File: config.mk
export PLATFORM = sky130hd
export DESIGN_NAME = uart_rx_fifo
export DESIGN_NICKNAME = d
export VERILOG_FILES = /design/src/rtl/uart_rx_fifo.sv
export SDC_FILE = /design/constraint.sdc
export NUM_CORES = 1
export LEC_CHECK = 0
export CAP_MARGIN = 5
export CORE_MARGIN = 5
export CORE_UTILIZATION = 59
export CTS_CLUSTER_SIZE = 16
export DETAILED_ROUTE_END_ITERATION = 10
export GPL_TIMING_DRIVEN = 0
export PLACE_DENSITY_LB_ADDON = 0.12
export SYNTH_ARGS = -nofsm -noshare
export SYNTH_HDL_FRONTEND = slang
export SYNTH_SLANG_ARGS = --single-unit
File: constraint.sdc
create_clock -name clock -period 4.17 [get_ports clock]
set_clock_uncertainty 0.1 [all_clocks]
set_input_delay 0.834 -clock clock [delete_from_list [all_inputs] [get_ports clock]]
set_output_delay 0.834 -clock clock [all_outputs]
set_load 0.02 [all_outputs]
File: src/rtl/uart_rx_fifo.sv
// Memory-mapped receive FIFO between the UART receiver and the CPU bus, with
// data/status/control registers and a threshold-based level interrupt.
`timescale 1ns/1ps
module uart_rx_fifo #(
  parameter int         DEPTH     = 16,
  parameter int         PTR_W     = 4,
  parameter logic [7:0] DATA_ADDR = 8'd252,
  parameter logic [7:0] STAT_ADDR = 8'd254,
  parameter logic [7:0] CTRL_ADDR = 8'd248
) (
  input  logic       clock,
  input  logic       reset_n,
  input  logic       rx_valid,
  input  logic [7:0] rx_byte,
  input  logic [7:0] addr,
  input  logic [7:0] w_data,
  input  logic       w_en,
  input  logic       r_en,
  output logic [7:0] r_data,
  output logic       hit,
  output logic       int_req
);

  localparam int CW = PTR_W + 1;

  logic [7:0]       mem [DEPTH];
  logic [PTR_W-1:0] wr_ptr;
  logic [PTR_W-1:0] rd_ptr;
  logic [CW-1:0]    count;
  logic             overflow;
  logic             int_en;
  logic [3:0]       thr;

  logic             empty;
  logic             full;
  logic             ctrl_wr;
  logic             flush;
  logic             clr_ovf;
  logic             do_pop;
  logic             do_push;
  logic             ovf_set;
  logic [CW-1:0]    count_next;
  logic             overflow_next;
  logic             int_en_next;
  logic [3:0]       thr_next;
  logic [4:0]       thr_ext;
  logic [CW-1:0]    thr_eff;
  logic             int_req_next;
  logic [4:0]       count5;
  logic             unused_w_data3;

  assign empty   = (count == '0);
  assign full    = (count == CW'(DEPTH));
  assign ctrl_wr = w_en && (addr == CTRL_ADDR);
  assign flush   = ctrl_wr && w_data[1];
  assign clr_ovf = ctrl_wr && w_data[2];

  // Reserved control bit is accepted on the bus but has no storage.
  assign unused_w_data3 = w_data[3];

  // A pop on a full FIFO frees the slot the simultaneous push writes into.
  assign do_pop  = r_en && (addr == DATA_ADDR) && !empty && !flush;
  assign do_push = rx_valid && !flush && (!full || do_pop);
  assign ovf_set = rx_valid && !flush && full && !do_pop;

  assign overflow_next = ovf_set || (overflow && !clr_ovf);
  assign int_en_next   = ctrl_wr ? w_data[0]   : int_en;
  assign thr_next      = ctrl_wr ? w_data[7:4] : thr;

  // NOTE: every always_comb output gets a default first so no path can infer a latch.
  always_comb begin
    count_next = count;
    if (flush) begin
      count_next = '0;
    end else begin
      count_next = count + CW'(do_push) - CW'(do_pop);
    end
  end

  always_comb begin
    thr_ext = {1'b0, thr_next};
    thr_eff = CW'(1);
    if (thr_ext == 5'd0) begin
      thr_eff = CW'(1);
    end else if (thr_ext > 5'(DEPTH)) begin
      thr_eff = CW'(DEPTH);
    end else begin
      thr_eff = CW'(thr_ext);
    end
  end

  // Interrupt tracks the post-update count and control so it moves on the same edge.
  assign int_req_next = int_en_next && (count_next >= thr_eff);

  // NOTE: storage has no reset; its contents are only visible through rd_ptr when count says valid.
  always_ff @(posedge clock) begin
    if (do_push) begin
      mem[wr_ptr] <= rx_byte;
    end
  end

  // NOTE: sequential state uses non-blocking assignments so every register samples pre-edge values.
  always_ff @(posedge clock or negedge reset_n) begin
    if (!reset_n) begin
      wr_ptr   <= '0;
      rd_ptr   <= '0;
      count    <= '0;
      overflow <= 1'b0;
      int_en   <= 1'b0;
      thr      <= 4'd1;
      int_req  <= 1'b0;
    end else begin
      if (flush) begin
        wr_ptr <= '0;
        rd_ptr <= '0;
      end else begin
        if (do_push) wr_ptr <= wr_ptr + 1'b1;
        if (do_pop)  rd_ptr <= rd_ptr + 1'b1;
      end
      count    <= count_next;
      overflow <= overflow_next;
      int_en   <= int_en_next;
      thr      <= thr_next;
      int_req  <= int_req_next;
    end
  end

  assign count5 = 5'(count);
  assign hit    = (addr == DATA_ADDR) || (addr == STAT_ADDR) || (addr == CTRL_ADDR);

  always_comb begin
    r_data = 8'h00;
    if (addr == DATA_ADDR) begin
      r_data = empty ? 8'h00 : mem[rd_ptr];
    end else if (addr == STAT_ADDR) begin
      r_data = {count5, overflow, full, !empty};
    end else if (addr == CTRL_ADDR) begin
      r_data = {thr, 3'b000, int_en};
    end
  end

endmodule

==> results.tsv <==
stage	metric	value	unit
outcome	status	complete, no violations	
cells_and_area	layout overhead on the synthesized area	18.7	%
detailed_routing	1st-iter DRT viols	344	
worst_setup_path	reg-to-reg setup timing slack	0.46	ns
global_route	Total GRT Usage	0.223	
logic_synthesis	post-synthesis async set-or-reset flop share	0.135	
worst_setup_path	slowest stage delay, CP	0.60	ns
worst_setup_path	Most common cell on crit path	clkdlybuf4s50_1	
cells_and_area	Fillers	703	
timing	Slew HR	0.360	
floorplan	Initial Util	0.595	
logic_synthesis	Syn Area/Cell	16.9	µm²
placement	GPL Wtd Cong	0.836	
logic_synthesis	Post-Syn Area	0.00639	mm²
global_route	met3 Use GR	0.0529	
placement	pre-CTS setup slack	-0.464	ns
logic_synthesis	unique cell type count in the Yosys netlist	47	
clock_tree	clk_lat worst skew	0.51	ns
worst_setup_path	Setup CP Type	in2out	
timing	final period utilization	0.962	
clock_tree	total CTS buffers	17	
cells_and_area	nets@finish	483	
worst_setup_path	crit path max fanout	7	
floorplan	core area	0.0107	mm²
clock_tree	clk root buf	clkbuf_8	
global_route	largest net degree at the start of global routing	21	
worst_setup_path	worst setup path endpoint	r_data[1]	
placement	HPWL Detailed	8980	µm
floorplan	Chip Height	114	µm
global_route	gr ovfl total	0	
power	P per Cell Area	554	mW/mm²
timing	Slew Viols, Final	0	
logic_synthesis	syn_nets	423	
cells_and_area	share of layout cells above drive strength 1	0.208	
logic_synthesis	cell taking the most area after synthesis	edfxtp_1	
clock_tree	CTS Buffer Depth	2	
detailed_routing	drt wl/cell	22.9	µm
logic_synthesis	Mapped Cells	379	
logic_synthesis	top_reg_cell synth	edfxtp_1	
power	Tot Pwr	0.00420	W
detailed_routing	routed via count	3491	
power	P_leak	2.64	nW
job	number of max-cap violations	0	
clock_tree	Clock transition at path regs	0.06	ns
power	Max VDD drop	0.357	mV
global_route	gr busiest metal	met2	
floorplan	cell row count	38	
floorplan	Die W	114	µm
worst_setup_path	Critical-path top delay cell	clkdlybuf4s50_1	
cells_and_area	register area	0.00435	mm²
placement	Cells after DPL	555	
timing	RSZ-0062 raised after global routing	true	
global_route	vias in the first global route	3629	
worst_setup_path	WP data arrival	3.08	ns
cells_and_area	antenna cells	0	
logic_synthesis	count leader, synth	edfxtp_1	
logic_synthesis	commonest cells in the netlist	edfxtp_1, nor2_1, mux4_2, nand2_1, dfrtp_1	
worst_setup_path	crit path from	addr[4]	
hold_path	HP Start	int_en	
worst_setup_path	Critical R2R Capture	int_req	
global_route	met2 Usage GRT	0.352	
cells_and_area	post-route insts no fill	591	
clock_tree	CTS Sinks	148	
clock_tree	CTS H-tree lvls	4	
detailed_routing	total wire length	13500	µm
detailed_routing	Pre-Repair DR Iteration Count	5	
worst_setup_path	Critical Path Start Type	primary input	
worst_setup_path	Req. time, crit path	3.24	ns
global_route	initial antenna violation count	0	
timing	minimum clock period	4.01	ns
logic_synthesis	Yosys top cell area share	0.602	
clock_tree	CTS tree	built	
timing	final hold viol count	0	
logic_synthesis	sequential element share of the synthesized area	0.680	
worst_setup_path	RR Startpoint	count[2]	
timing	setup TNS	0	ns
detailed_routing	drc violations	0	
worst_setup_path	worst-path cell chain	clkdlybuf4s50_1, nand4_2, or2_2, clkbuf_1, nor2b_2, a211o_1, clkdlybuf4s50_1	
timing	setup violators final	0	
floorplan	die area	0.0130	mm²
hold_path	hold crit path type	reg2reg	
logic_synthesis	Post-synth EDFFs	128	
timing	Final WS setup	0.157	ns
global_route	first-pass GRT wire length	20900	µm
detailed_routing	DRT antenna net count	0	
clock_tree	CTS Hold Bufs	0	
detailed_routing	vias per cell	5.91	
placement	PortBufs	36	
logic_synthesis	yosys warns	0	
global_route	met1 usage	0.309	
timing	Slew @ Worst Pin	0.957	ns
cells_and_area	multi-input logic area	0.00194	mm²
timing	worst hold slack	0.462	ns
worst_setup_path	Worst Setup End Kind	output pin	
timing	Max Freq	249	MHz
logic_synthesis	#FFs+latches synth	148	
worst_setup_path	FF-to-FF path depth	14	
logic_synthesis	largest cells by area after synthesis	edfxtp_1, mux4_2, dfrtp_1, ha_1, mux2i_1	
floorplan	num ports	39	
-- critical path, delay by kind of cell --
kind                   cells  cell delay (ns)
buffers and inverters      3             1.27
AND/OR/NAND/NOR            3             0.81
AO/OA/AOI/OAI              1             0.16
-- per-layer routing --
metal | wire [µm] | part of all wire
met2 | 6580 | 0.49
met5 | 0 | 0
met4 | 276 | 0.020
met3 | 926 | 0.069
met1 | 5730 | 0.42
-- cells in the final DEF (no fill, tap or decap), drive strengths merged, types with 4 or more instances in the layout --
| cell type | instances |
|---|---|
| ha | 14 |
| edfxtp | 128 |
| nand2 | 20 |
| nor2b | 4 |
| nor3 | 4 |
| o21ai | 10 |
| a22oi | 4 |
| mux2i | 17 |
| clkinv | 4 |
| nor2 | 36 |
| clkbuf | 27 |
| a21oi | 7 |
| mux2 | 4 |
| inv | 16 |
| dfrtp | 19 |
| mux4 | 32 |
| o22a | 4 |
| xor2 | 5 |
| clkdlybuf4s50 | 33 |
| xnor2 | 5 |
| nand3 | 9 |
| buf | 14 |
-- worst min path at each step --
stage	to	slack [ns]	depth (start not counted)
2_1_floorplan	overflow	0.37	1
3_3_place_gp	int_en	0.43	1
3_5_place_dp	int_en	0.45	1
4_1_cts	int_en	0.46	1
5_1_grt	int_en	0.49	1
6_report	int_en	0.46	1
-- layout make-up --
class	count	area share
clock inverter	11	0.0203
inverter	14	0.00693
multi-input combinational	201	0.256
clock buffer	20	0.0561
buffer	16	0.0119
timing repair buffer	41	0.0534
sequential	148	0.573
tap	140	0.0231
-- sequential cells by signal, summed over array words and instances, names as in the netlist --
name	flops
int_req	1
mem	128
wr_ptr	4
rd_ptr	4
count	5
overflow	1
thr	4
int_en	1
-- report_power, final --
part / leakage (nW) / internal [W] / switching, W
Sequential: 1.41 / 0.00180 / 0.0000901
Combinational: 0.959 / 0.000336 / 0.000487
Clock: 0.276 / 0.000913 / 0.000574
-- timing repair --
item                                    CTS  global route
buffers inserted                          0             5
gates resized for setup                   3             9
endpoints found under the setup margin    5             7
cloned                                    0             0
-- logic make-up (layout without fill, tap and decap cells) --
kind of cell	after synthesis	after routing	synth area share
fa+ha+maj	15	15	0.0305
buf+inv	30	102	0.0210
flops	148	148	0.680
xor+xnor	10	10	0.0137
simple gates	91	91	0.0748
mux	53	53	0.146
compound gates	32	32	0.0335
-- stage by stage --
stage,util,area (µm²)
after floorplan,-,6390
after global placement,0.645,6930
after detailed placement,0.645,6930
after CTS,0.699,7510
after global routing,0.706,7590
final,0.706,7590
Note: power is estimated with default switching activity, not from simulation.
==> RTL edit, RTL diff (same settings) <==
Set the parameter `PTR_W` to 3 (it was 4).
--- a/src/rtl/uart_rx_fifo.sv
+++ b/src/rtl/uart_rx_fifo.sv
@@ -3,7 +3,7 @@
 `timescale 1ns/1ps
 module uart_rx_fifo #(
   parameter int         DEPTH     = 16,
-  parameter int         PTR_W     = 4,
+  parameter int         PTR_W     = 3,
   parameter logic [7:0] DATA_ADDR = 8'd252,
   parameter logic [7:0] STAT_ADDR = 8'd254,
   parameter logic [7:0] CTRL_ADDR = 8'd248
Behaviour: not the same (Yosys sat finds a counterexample within 4 cycles, from zero or initial values and one cycle with reset_n low).
==> RTL edit against the original RTL <==
- core utilization is 1.6 points higher
- routed wire length is 47% lower
- setup slack worse by 0.0058 ns
- synthesized area is 43% lower
- sequential cell count is 67 lower
- count of clock-buffer cells in the layout is 10 lower
- final area is 43% lower
- total power is 49% lower
==> RTL edit: results (changes against the original RTL) <==
| Metric | Value |
|---|---|
| Final Critical Period | `4.02 ns (+0.00576 ns)` |
| Peak supply drop | `302 µV (-15%)` |
| Slew @ Worst Pin | `0.910 ns (-0.0468 ns)` |
| DP Area | `0.00413 mm² (-40%)` |
| Met1 usage | `0.261 (-0.0483)` |
| Post-synthesis xor/xnor area fraction | `0.0119 (-0.00177)` |
| Met3 Usage GRT | `0.0428 (-0.0100)` |
| Pin count of the biggest net entering global routing | `18 (-14%)` |
| Vias | `2227 (-36%)` |
| Synth cell types | `45 (-4.3%)` |
| 1st-iter DRT viols | `186 (-46%)` |
| Min-delay src | `overflow$_DFF_PN0_` |
| Power density relative to cell area | `494 mW/mm² (-11%)` |
| Worst hold slack | `0.409 ns (-0.0530 ns)` |
| Syn_nets | `289 (-32%)` |
| IO Port Bufs | `37 (+2.8%)` |
| Setup Slack @ Placement | `-0.0753 ns (+0.389 ns)` |
| Met2 Use GR | `0.340 (-0.0120)` |
| Adder-cell share of the synthesized area | `0.0430 (+0.0124)` |
| Logic pwr share | `0.241 (+0.045)` |
| Critical path startpoint | `addr[7]` |
| Synth top cells by count | `edfxtp_1 (64), nor2_1 (17), dfrtp_1 (16), mux2i_1 (16), inv_1 (12)` |
| Met2 wire len | `3660 µm (-44%)` |
| Htree depth | `3 (-1)` |
| Lkg Pwr | `1.52 nW (-42%)` |
| Total routed wirelength | `7210 µm (-47%)` |
| First-pass GRT wire length | `11500 µm (-45%)` |
| Clock Power Share | `0.252 (-0.102)` |
| Synth Instances | `248 (-35%)` |
| Synth top area cells | `edfxtp_1 (52%), dfrtp_1 (11%), mux4_2 (6.1%)` |
| Switching pwr | `0.625 mW (-46%)` |
| Status | `complete, no violations` |
==> RTL edit: cell count changes after synthesis, sizes merged, moves of 3 or more <==
cell | unedited run | this run
nand2 | 20 | 11
xnor2 | 5 | 2
edfxtp | 128 | 64
a22oi | 4 | 8
o21ai | 10 | 4
mux4 | 32 | 10
dfrtp | 19 | 16
o22a | 4 | 0
clkbuf | 6 | 2
o22ai | 0 | 4
ha | 14 | 11
nand4 | 2 | 5
nor4 | 3 | 0
nor2 | 36 | 17
==> RTL edit: cell type report <==
type / instances / area (µm²)
flip-flops and latches: 81 / 2350
well taps: 75 / 93.8
clock buffers: 10 / 128
inverters: 12 / 45.0
repair buffers: 38 / 378
fillers: 407 / 1660
plain buffers: 11 / 60.1
multi-input cells: 144 / 1220
clock inverters: 5 / 57.6
==> RTL edit: timing repair <==
item | 4_1_cts | 5_1_grt
resized for setup | 0 | 1
setup endpoints to repair | 0 | 4
setup buffers | 0 | 0
